$ cat src/rtl/code_class_mapper_pkg.sv
// Shared types and defaults for the code-to-class mapper.
// Holds the table entry layout and the reset-time table contents.
package code_class_pkg;

    localparam int unsigned DEF_IN_W    = 3;
    localparam int unsigned DEF_CLASS_W = 2;
    localparam int unsigned DEF_CNT_W   = 16;
    // Entry class field is sized for the widest supported CLASS_W; unused upper bits stay zero.
    localparam int unsigned MAX_CLASS_W = 8;

    typedef struct packed {
        logic [MAX_CLASS_W-1:0] cls;
        logic                   en;
    } entry_t;

    function automatic entry_t reset_entry(input int unsigned i, input int unsigned class_w);
        entry_t e;
        e.cls = MAX_CLASS_W'(i % (32'd1 << class_w));
        e.en  = 1'b1;
        return e;
    endfunction

endpackage

$ cat src/rtl/code_class_mapper_if.sv
// Code-in / class-out valid/ready bus of the mapper.
interface code_class_mapper_if
    import code_class_pkg::*;
#(
    parameter int unsigned IN_W    = DEF_IN_W,
    parameter int unsigned CLASS_W = DEF_CLASS_W
) ();

    logic               in_valid;
    logic               in_ready;
    logic [IN_W-1:0]    in_code;
    logic               out_valid;
    logic               out_ready;
    logic [CLASS_W-1:0] out_class;
    logic               out_miss;

    modport slave (
        input  in_valid, in_code, out_ready,
        output in_ready, out_valid, out_class, out_miss
    );

    modport master (
        output in_valid, in_code, out_ready,
        input  in_ready, out_valid, out_class, out_miss
    );

endinterface

$ cat src/rtl/code_class_mapper_onehot_decoder.sv
// Binary code to one-hot vector, purely combinational.
module onehot_decoder #(
    parameter int unsigned IN_W = 3
) (
    input  logic [IN_W-1:0]       code,
    output logic [(1<<IN_W)-1:0]  onehot
);

    always_comb begin
        onehot       = '0;
        onehot[code] = 1'b1;
    end

endmodule

$ cat src/rtl/code_class_mapper.sv
// Programmable code-to-class mapper: 2-stage valid/ready pipeline
// (one-hot decode, class encode) with saturating per-class hit counters.
module code_class_mapper
    import code_class_pkg::*;
#(
    parameter int unsigned IN_W    = DEF_IN_W,
    parameter int unsigned CLASS_W = DEF_CLASS_W,
    parameter int unsigned CNT_W   = DEF_CNT_W
) (
    input  logic                clk,
    input  logic                rst,
    code_class_mapper_if.slave  bus,
    input  logic                cfg_we,
    input  logic [IN_W-1:0]     cfg_addr,
    input  logic [CLASS_W-1:0]  cfg_class,
    input  logic                cfg_en,
    input  logic                cnt_clr,
    input  logic [CLASS_W-1:0]  cnt_sel,
    output logic [CNT_W-1:0]    cnt_val
);

    localparam int unsigned DEPTH = 1 << IN_W;
    localparam int unsigned NCLS  = 1 << CLASS_W;

    entry_t               tbl [DEPTH];
    logic [DEPTH-1:0]     dec;
    logic [DEPTH-1:0]     s1_oh;
    logic                 s1_valid;
    logic                 ov_q;
    logic [CLASS_W-1:0]   oc_q;
    logic                 om_q;
    logic [NCLS-1:0]      hit;
    logic [CLASS_W-1:0]   enc_class;
    logic                 s2_adv;
    logic                 in_rdy;
    logic                 in_fire;
    logic                 out_fire;
    logic [CNT_W-1:0]     cnt [NCLS];

    onehot_decoder #(.IN_W(IN_W)) u_dec (
        .code   (bus.in_code),
        .onehot (dec)
    );

    assign s2_adv        = !ov_q || bus.out_ready;
    assign in_rdy        = !rst && (!s1_valid || s2_adv);
    assign in_fire       = bus.in_valid && in_rdy;
    assign out_fire      = ov_q && !rst && bus.out_ready;
    assign bus.in_ready  = in_rdy;
    assign bus.out_valid = ov_q && !rst;
    assign bus.out_class = oc_q;
    assign bus.out_miss  = om_q;
    assign cnt_val       = rst ? '0 : cnt[cnt_sel];

    // Membership OR per class; at most one class can hit since the vector is one-hot.
    always_comb begin
        hit       = '0;
        enc_class = '0;
        for (int unsigned c = 0; c < NCLS; c++) begin
            for (int unsigned i = 0; i < DEPTH; i++) begin
                if (s1_oh[i] && tbl[i].en && tbl[i].cls == MAX_CLASS_W'(c))
                    hit[c] = 1'b1;
            end
            if (hit[c])
                enc_class = enc_class | CLASS_W'(c);
        end
    end

    always_ff @(posedge clk) begin
        if (rst) begin
            s1_valid <= 1'b0;
            s1_oh    <= '0;
            ov_q     <= 1'b0;
            oc_q     <= '0;
            om_q     <= 1'b0;
        end else begin
            if (s2_adv) begin
                ov_q <= s1_valid;
                if (s1_valid) begin
                    oc_q <= enc_class;
                    om_q <= ~|hit;
                end
            end
            if (in_fire) begin
                s1_valid <= 1'b1;
                s1_oh    <= dec;
            end else if (s2_adv) begin
                s1_valid <= 1'b0;
            end
        end
    end

    // The write lands at the edge, so a same-cycle stage-2 lookup sees the old entry.
    always_ff @(posedge clk) begin
        if (rst) begin
            for (int unsigned i = 0; i < DEPTH; i++)
                tbl[i] <= reset_entry(i, CLASS_W);
        end else if (cfg_we) begin
            tbl[cfg_addr].cls <= MAX_CLASS_W'(cfg_class);
            tbl[cfg_addr].en  <= cfg_en;
        end
    end

    always_ff @(posedge clk) begin
        if (rst || cnt_clr) begin
            for (int unsigned c = 0; c < NCLS; c++)
                cnt[c] <= '0;
        end else if (out_fire && !om_q && cnt[oc_q] != '1) begin
            cnt[oc_q] <= cnt[oc_q] + CNT_W'(1);
        end
    end

endmodule

$ cat src/flat_wrapper.sv
// flat-port wrapper written by rule: the top's interface ports become plain ports
module code_class_mapper_flat import code_class_pkg::*;
#(
    parameter int unsigned IN_W    = DEF_IN_W,
    parameter int unsigned CLASS_W = DEF_CLASS_W,
    parameter int unsigned CNT_W   = DEF_CNT_W
)
  (clk, rst, cfg_we, cfg_addr, cfg_class, cfg_en, cnt_clr, cnt_sel, cnt_val, bus_in_valid, bus_in_code, bus_out_ready, bus_in_ready, bus_out_valid, bus_out_class, bus_out_miss);
  code_class_mapper_if #(.IN_W(IN_W), .CLASS_W(CLASS_W)) bus_i ();
  input  logic clk;
  input  logic rst;
  input  logic cfg_we;
  input  logic [IN_W-1:0] cfg_addr;
  input  logic [CLASS_W-1:0] cfg_class;
  input  logic cfg_en;
  input  logic cnt_clr;
  input  logic [CLASS_W-1:0] cnt_sel;
  output logic [CNT_W-1:0] cnt_val;
  input wire logic [$bits(bus_i.in_valid)-1:0] bus_in_valid;
  input wire logic [$bits(bus_i.in_code)-1:0] bus_in_code;
  input wire logic [$bits(bus_i.out_ready)-1:0] bus_out_ready;
  output wire logic [$bits(bus_i.in_ready)-1:0] bus_in_ready;
  output wire logic [$bits(bus_i.out_valid)-1:0] bus_out_valid;
  output wire logic [$bits(bus_i.out_class)-1:0] bus_out_class;
  output wire logic [$bits(bus_i.out_miss)-1:0] bus_out_miss;
  assign bus_i.in_valid = bus_in_valid;
  assign bus_i.in_code = bus_in_code;
  assign bus_i.out_ready = bus_out_ready;
  assign bus_in_ready = bus_i.in_ready;
  assign bus_out_valid = bus_i.out_valid;
  assign bus_out_class = bus_i.out_class;
  assign bus_out_miss = bus_i.out_miss;
  code_class_mapper #(.IN_W(IN_W), .CLASS_W(CLASS_W), .CNT_W(CNT_W)) u_core (.clk(clk), .rst(rst), .bus(bus_i), .cfg_we(cfg_we), .cfg_addr(cfg_addr), .cfg_class(cfg_class), .cfg_en(cfg_en), .cnt_clr(cnt_clr), .cnt_sel(cnt_sel), .cnt_val(cnt_val));
endmodule
$ cat config.mk
export PLATFORM = sky130hd
export DESIGN_NAME = code_class_mapper_flat
export DESIGN_NICKNAME = d
export VERILOG_FILES = /design/src/rtl/code_class_mapper_pkg.sv /design/src/rtl/code_class_mapper_if.sv /design/src/rtl/code_class_mapper_onehot_decoder.sv /design/src/rtl/code_class_mapper.sv /design/src/flat_wrapper.sv
export SDC_FILE = /design/constraint.sdc
export NUM_CORES = 1
export LEC_CHECK = 0
export ABC_AREA = 1
export BUFFER_PORTS_ARGS = -buffer_cell sky130_fd_sc_hd__buf_2
export CORE_MARGIN = 2
export CORE_UTILIZATION = 45
export CTS_CLUSTER_SIZE = 16
export DETAILED_ROUTE_END_ITERATION = 6
export SETUP_SLACK_MARGIN = 0.15
export SYNTH_ARGS = -nofsm -noshare
export SYNTH_HDL_FRONTEND = slang
export SYNTH_SLANG_ARGS = --single-unit
$ cat constraint.sdc
create_clock -name clk -period 4.35 [get_ports clk]
set_clock_uncertainty 0.1 [all_clocks]
set_input_delay 0.435 -clock clk [delete_from_list [all_inputs] [get_ports clk]]
set_output_delay 0.435 -clock clk [all_outputs]
set_load 0.05 [all_outputs]
# Yosys cells after proc, flatten, opt, wreduce, memory -nomap -nowiden
# Memory sizes are Yosys's and may differ from the RTL's. A register that Yosys moved wholly into a read port is not among the register bits.
# Index checks and enable logic that the tools add are counted.
word_totals:
  word_cells: 161
  out_inout_bits: 21
  mem_count: 2
  in_bits: 17
  ramBits: 88
  register_bits: 13
op_classes:
  mux: 58
  addsub: 1
  n_eq_ne: 25
  n_reduce_logical: 68
  order_cmp: 2
memory_table:
  columns: ["name", "words", "width", "rd", "rd_ports_with_merged_regs", "wr", "line", "rtl"]
  rows:
  - ["u_core.cnt", 4, 16, 2, 1, 4, "code_class_mapper.sv:38", "logic [CNT_W-1:0] cnt [NCLS];"]
  - ["u_core.tbl", 8, 3, 8, 0, 8, "code_class_mapper.sv:25", "entry_t tbl [DEPTH];"]
ops:
  columns: ["operator", "count"]
  rows:
  - ["$eq A8 B2 Y1 const B", 16]
  - ["$eq A8 B1 Y1 const B", 8]
  - ["$logic_not A8 Y1", 8]
  - ["$mux W1", 48]
  - ["$logic_and A1 B1 Y1", 47]
  - ["$mux W16", 2]
  - ["$add A16 B1 Y16 const B", 1]
  - ["$ne A16 B16 Y1 const B", 1]
  - ["$reduce_or A16 Y1", 1]
  - ["$mux W2", 5]
  - ["$mux W3", 2]
  - ["$logic_not A1 Y1", 5]
  - ["$lt A3 B4 Y1 const B", 1]
  - ["$reduce_or A4 Y1", 1]
  - ["$demux W1 S3", 1]
  - ["$ge A3 B1 Y1 const B", 1]
  - ["$logic_or A1 B1 Y1", 3]
  - ["$reduce_or A3 Y1", 1]
  - ["$reduce_and A2 Y1", 1]
  - ["$reduce_bool A2 Y1", 1]

# Longest topological paths before layout
# An unclocked memory read counts as a cell.
logic_depth:
  depth_word: 16
  depth_mapped: 17
  ltp_nobuf: 15

# By module
# A second synthesis with hierarchy kept.
hier_totals:
  hier_cells: 775
  hier_area_um2: 5939.4
modules_own_cells:
  columns: ["mod", "instances", "cells_per_inst", "area_per_inst_um2", "seq_area_each_um2"]
  rows:
  - ["code_class_mapper", 1, 760, 5883.1, 2942.8]
  - ["onehot_decoder", 1, 15, 56.3, 0.0]

# Worst setup path after synthesis
# Ideal clock, no wire load.
synth_timing:
  path_type: "register to register"
  from: "register with a tool-made name"
  to: "memory u_core.cnt[3][0] (netlist bit) (enable)"
  setup_time_ns: 0.411
  path_buffers: 2
  setup_slack_ns: 1.096
  stages_incl_launch_ff: 14
  arrival_time_ns: 2.742
  required_ns: 3.839
  period_less_slack_ns: 3.254
  cell_sequence: "dfxtp_1 > buf_6 > inv_8 > buf_6 > o211ai_1 > nand2_2 > ha_1 > nand3_1 > nor2_4 > inv_1 > nor2_1 > nand2_1 > nand2_2 > o21ai_0"
synth_lines:
  columns: ["item", "line"]
  rows:
  - ["to (decl)", "code_class_mapper.sv:38"]

==> flow_summary.json <==
{
  "viasPerCell": 5.223,
  "io_buffers": 37,
  "postCtsSetupRepairBufs": 0,
  "cp_data_arrival_time_ps": 3560,
  "syn-cell-area_um2": 6010,
  "async_reset_ff_share_pct": 0,
  "crit_chain": "inv_8 -> o211ai_1 -> nand2_2 -> ha_1 -> nand3_1 -> nor2_4 -> inv_1 -> nor2_1 -> nand2_1 -> nand2_2 -> nor2_8 -> nand2_2 -> nand2_1",
  "num_vias": 5056,
  "n_antenna_cell": 0,
  "hold_depth": 4,
  "reg2regPathDepth": 13,
  "worst_slack_ps": 662.6,
  "power_density_nw_per_um2": 350.3,
  "hold_class": "input pin to flop",
  "crit_path_top_delay_cell": "nand2_1",
  "ys_types": 38,
  "routed_wirelength_um": 15440,
  "yosys_warnings": 0,
  "synth_edf_count": 88,
  "drv_slew": 0,
  "yosys_most_used_dff": "edfxtp_1",
  "routedWlPerCell_um": 15.95,
  "synth.net_count": 781,
  "post-route-period-util_pct": 84.77,
  "grt_max_degree": 34,
  "num_rows": 42,
  "synth_area_leaders": "edfxtp_1, nand2_1, nor2_1",
  "nets": 805,
  "worst_setup_path_end_kind": "flop",
  "holdWs_ps": 278.2,
  "maxCapViolations": 0,
  "vdd_drop_max_v": 0.0002021,
  "die_h_um": 119.6,
  "path_class": "flop to flop",
  "first_global_vias": 4862,
  "clk_latency_ps": 350,
  "dieArea_um2": 14290,
  "setup_viol": 0,
  "crit_path_frequent_cell": "nand2_2",
  "cp_max_fo": 33,
  "clockRootBuffer": "clkbuf_16",
  "cp.depth": 13,
  "cts.sinks": 103,
  "max_stage_delay_ps": 780,
  "drt.antenna.violating_nets": 0,
  "worstMarginPinSlew_ps": 955.3,
  "cts_tree": "yes",
  "cp.required_ps": 4220,
  "yosysTopAreaCell": "edfxtp_1",
  "period_needed_ps": 3687,
  "hp-start": "bus_out_ready",
  "die_width_um": 119.6,
  "clock_path_buffers": 2,
  "start_util_pct": 45.74,
  "power_leakage_nw": 2.763,
  "tns_ps": 0,
  "path_clk_slew_ps": 70,
  "first_pass_iters": 6,
  "pre_cts_ws_ps": 653.4,
  "design.core.area_um2": 13140,
  "synth_commonest_cells": "nand2_1, nor2_1, edfxtp_1, inv_1, nand3_1",
  "hold_viol_final": 0,
  "ys_ff_latch": 103,
  "path_buf_inv": 2,
  "critPathLaunchType": "flop",
  "antenna_found_initial": 0,
  "yosysMostFrequentCell": "nand2_1",
  "post_cts_resized": 0,
  "ys_seq_area_share_pct": 48.97,
  "ctsHoldBuffers": 0,
  "grt_overflow": 0,
  "initialDrtViolationCount": 407,
  "fill_cells": 1289,
  "pin_count": 38,
  "hpwl_um": 11050,
  "rsz0062_at_grt": "no",
  "cts_made_buffers": 9,
  "route.detailed.drc": 0,
  "synth_cells": 763,
  "fin_util_pct": 50.01,
  "grtUsageTotal_pct": 22.64,
  "max_freq_mhz": 271.2,
  "syn_avg_cell_area_um2": 7.876,
  "cp_top_family": "simple AND/OR/NAND/NOR gates",
  "synth.top_cell.area_share_pct": 43.97,
  "syn2layout_area_growth_pct": 9.327,
  "grt_pass1_wl_um": 24970,
  "status": "finished clean",
  "htree_levels": 3,
  "place.gp.congestion": 0.8846,
  "maxSlewHeadroom_pct": 36.16,
  "drive_above_1_share_pct": 13.89
}
==> cell families after synthesis <==
logic type / Yosys count / share of synthesized area [%]
buffers and inverters: 105 / 8.328
AND/OR/NAND/NOR: 468 / 34.62
adder cells (fa/ha/maj): 1 / 0.2082
flip-flops: 103 / 48.97
XOR/XNOR: 7 / 1.020
AO/OA/AOI/OAI: 79 / 6.850
==> cell type report <==
type / instances / area [um2] / area share (%)
Sequential cell: 103 / 2943 / 44.79
Clock buffer: 11 / 232.7 / 3.542
Tap cell: 176 / 220.2 / 3.352
Clock inverter: 5 / 88.84 / 1.352
Inverter: 76 / 292.8 / 4.456
Timing Repair Buffer: 42 / 222.7 / 3.390
Multi-Input combinational cell: 555 / 2570 / 39.12
==> registers in the layout (all words and copies together), names as in the netlist, named ones only <==
signal and cells:
u_core.cnt 64, u_core.s1_oh 8, u_core.s1_valid 1, u_core.tbl 24, u_core.ov_q 1, u_core.bus.out_miss 1, u_core.bus.out_class 2
==> worst register-to-register path: cells and delay by family, from the launching register on <==
kind | cells | cell delay [ps]
compound gates | 1 | 240
fa+ha+maj | 1 | 220
buf+inv | 2 | 250
simple gates | 9 | 1800
flops | 1 | 690
==> placed cells by master, fill, tap and decap left out, types with 2 or more instances in the layout <==
| cell | n |
|---|---|
| a21oi_1 | 34 |
| a31oi_1 | 4 |
| buf_2 | 37 |
| buf_4 | 5 |
| bufinv_16 | 2 |
| clkbuf_1 | 2 |
| clkbuf_16 | 9 |
| dfxtp_1 | 15 |
| edfxtp_1 | 88 |
| inv_1 | 71 |
| inv_2 | 3 |
| inv_8 | 2 |
| nand2_1 | 191 |
| nand2_2 | 22 |
| nand3_1 | 48 |
| nand3_2 | 3 |
| nand4_1 | 4 |
| nand4_4 | 2 |
| nor2_1 | 149 |
| nor2_2 | 17 |
| nor2_4 | 3 |
| nor3_1 | 17 |
| o211ai_1 | 2 |
| o21ai_0 | 35 |
| or4_1 | 8 |
| xor2_1 | 6 |
==> metrics by stage <==
| step | instances | total power, W | area (um2) |
|---|---|---|---|
| 2_1_floorplan | 763 | 0.001372 | 6010 |
| 3_3_place_gp | 952 | 0.001446 | 6248 |
| 3_5_place_dp | 952 | 0.001451 | 6248 |
| 4_1_cts | 968 | 0.002317 | 6570 |
| 5_1_grt | 968 | 0.002391 | 6570 |
| 6_report | 968 | 0.002302 | 6570 |
==> report_power, final <==
group	total [W]	leakage (nW)	internal [W]	switching, W
registers	0.00115	1.07	0.00111	0.0000348
logic	0.000283	1.53	0.0000700	0.000213
clock network	0.000870	0.156	0.000512	0.000359
==> per-layer routing <==
layer	up-vias	part of all wire [%]	global-route usage, %
met1	2361	47	31.70
met2	136	46	35.93
met4	0	2.2	8.897
met5	-	0	0
met3	23	4.5	2.852
li1	2536	-	-
==> worst paths after layout <==
| kind | slack (ps) | end |
|---|---|---|
| min reg2reg | 390 | u_core.s1_oh[4]$_SDFFE_PP0P_ |
| max | 660 | u_core.cnt[1][11]$_SDFFCE_PN0P_ |
| max reg2reg | 660 | u_core.cnt[1][11]$_SDFFCE_PN0P_ |
| min | 280 | u_core.ov_q$_SDFFE_PP0N_ |
Power figures use the tool's default switching activity.
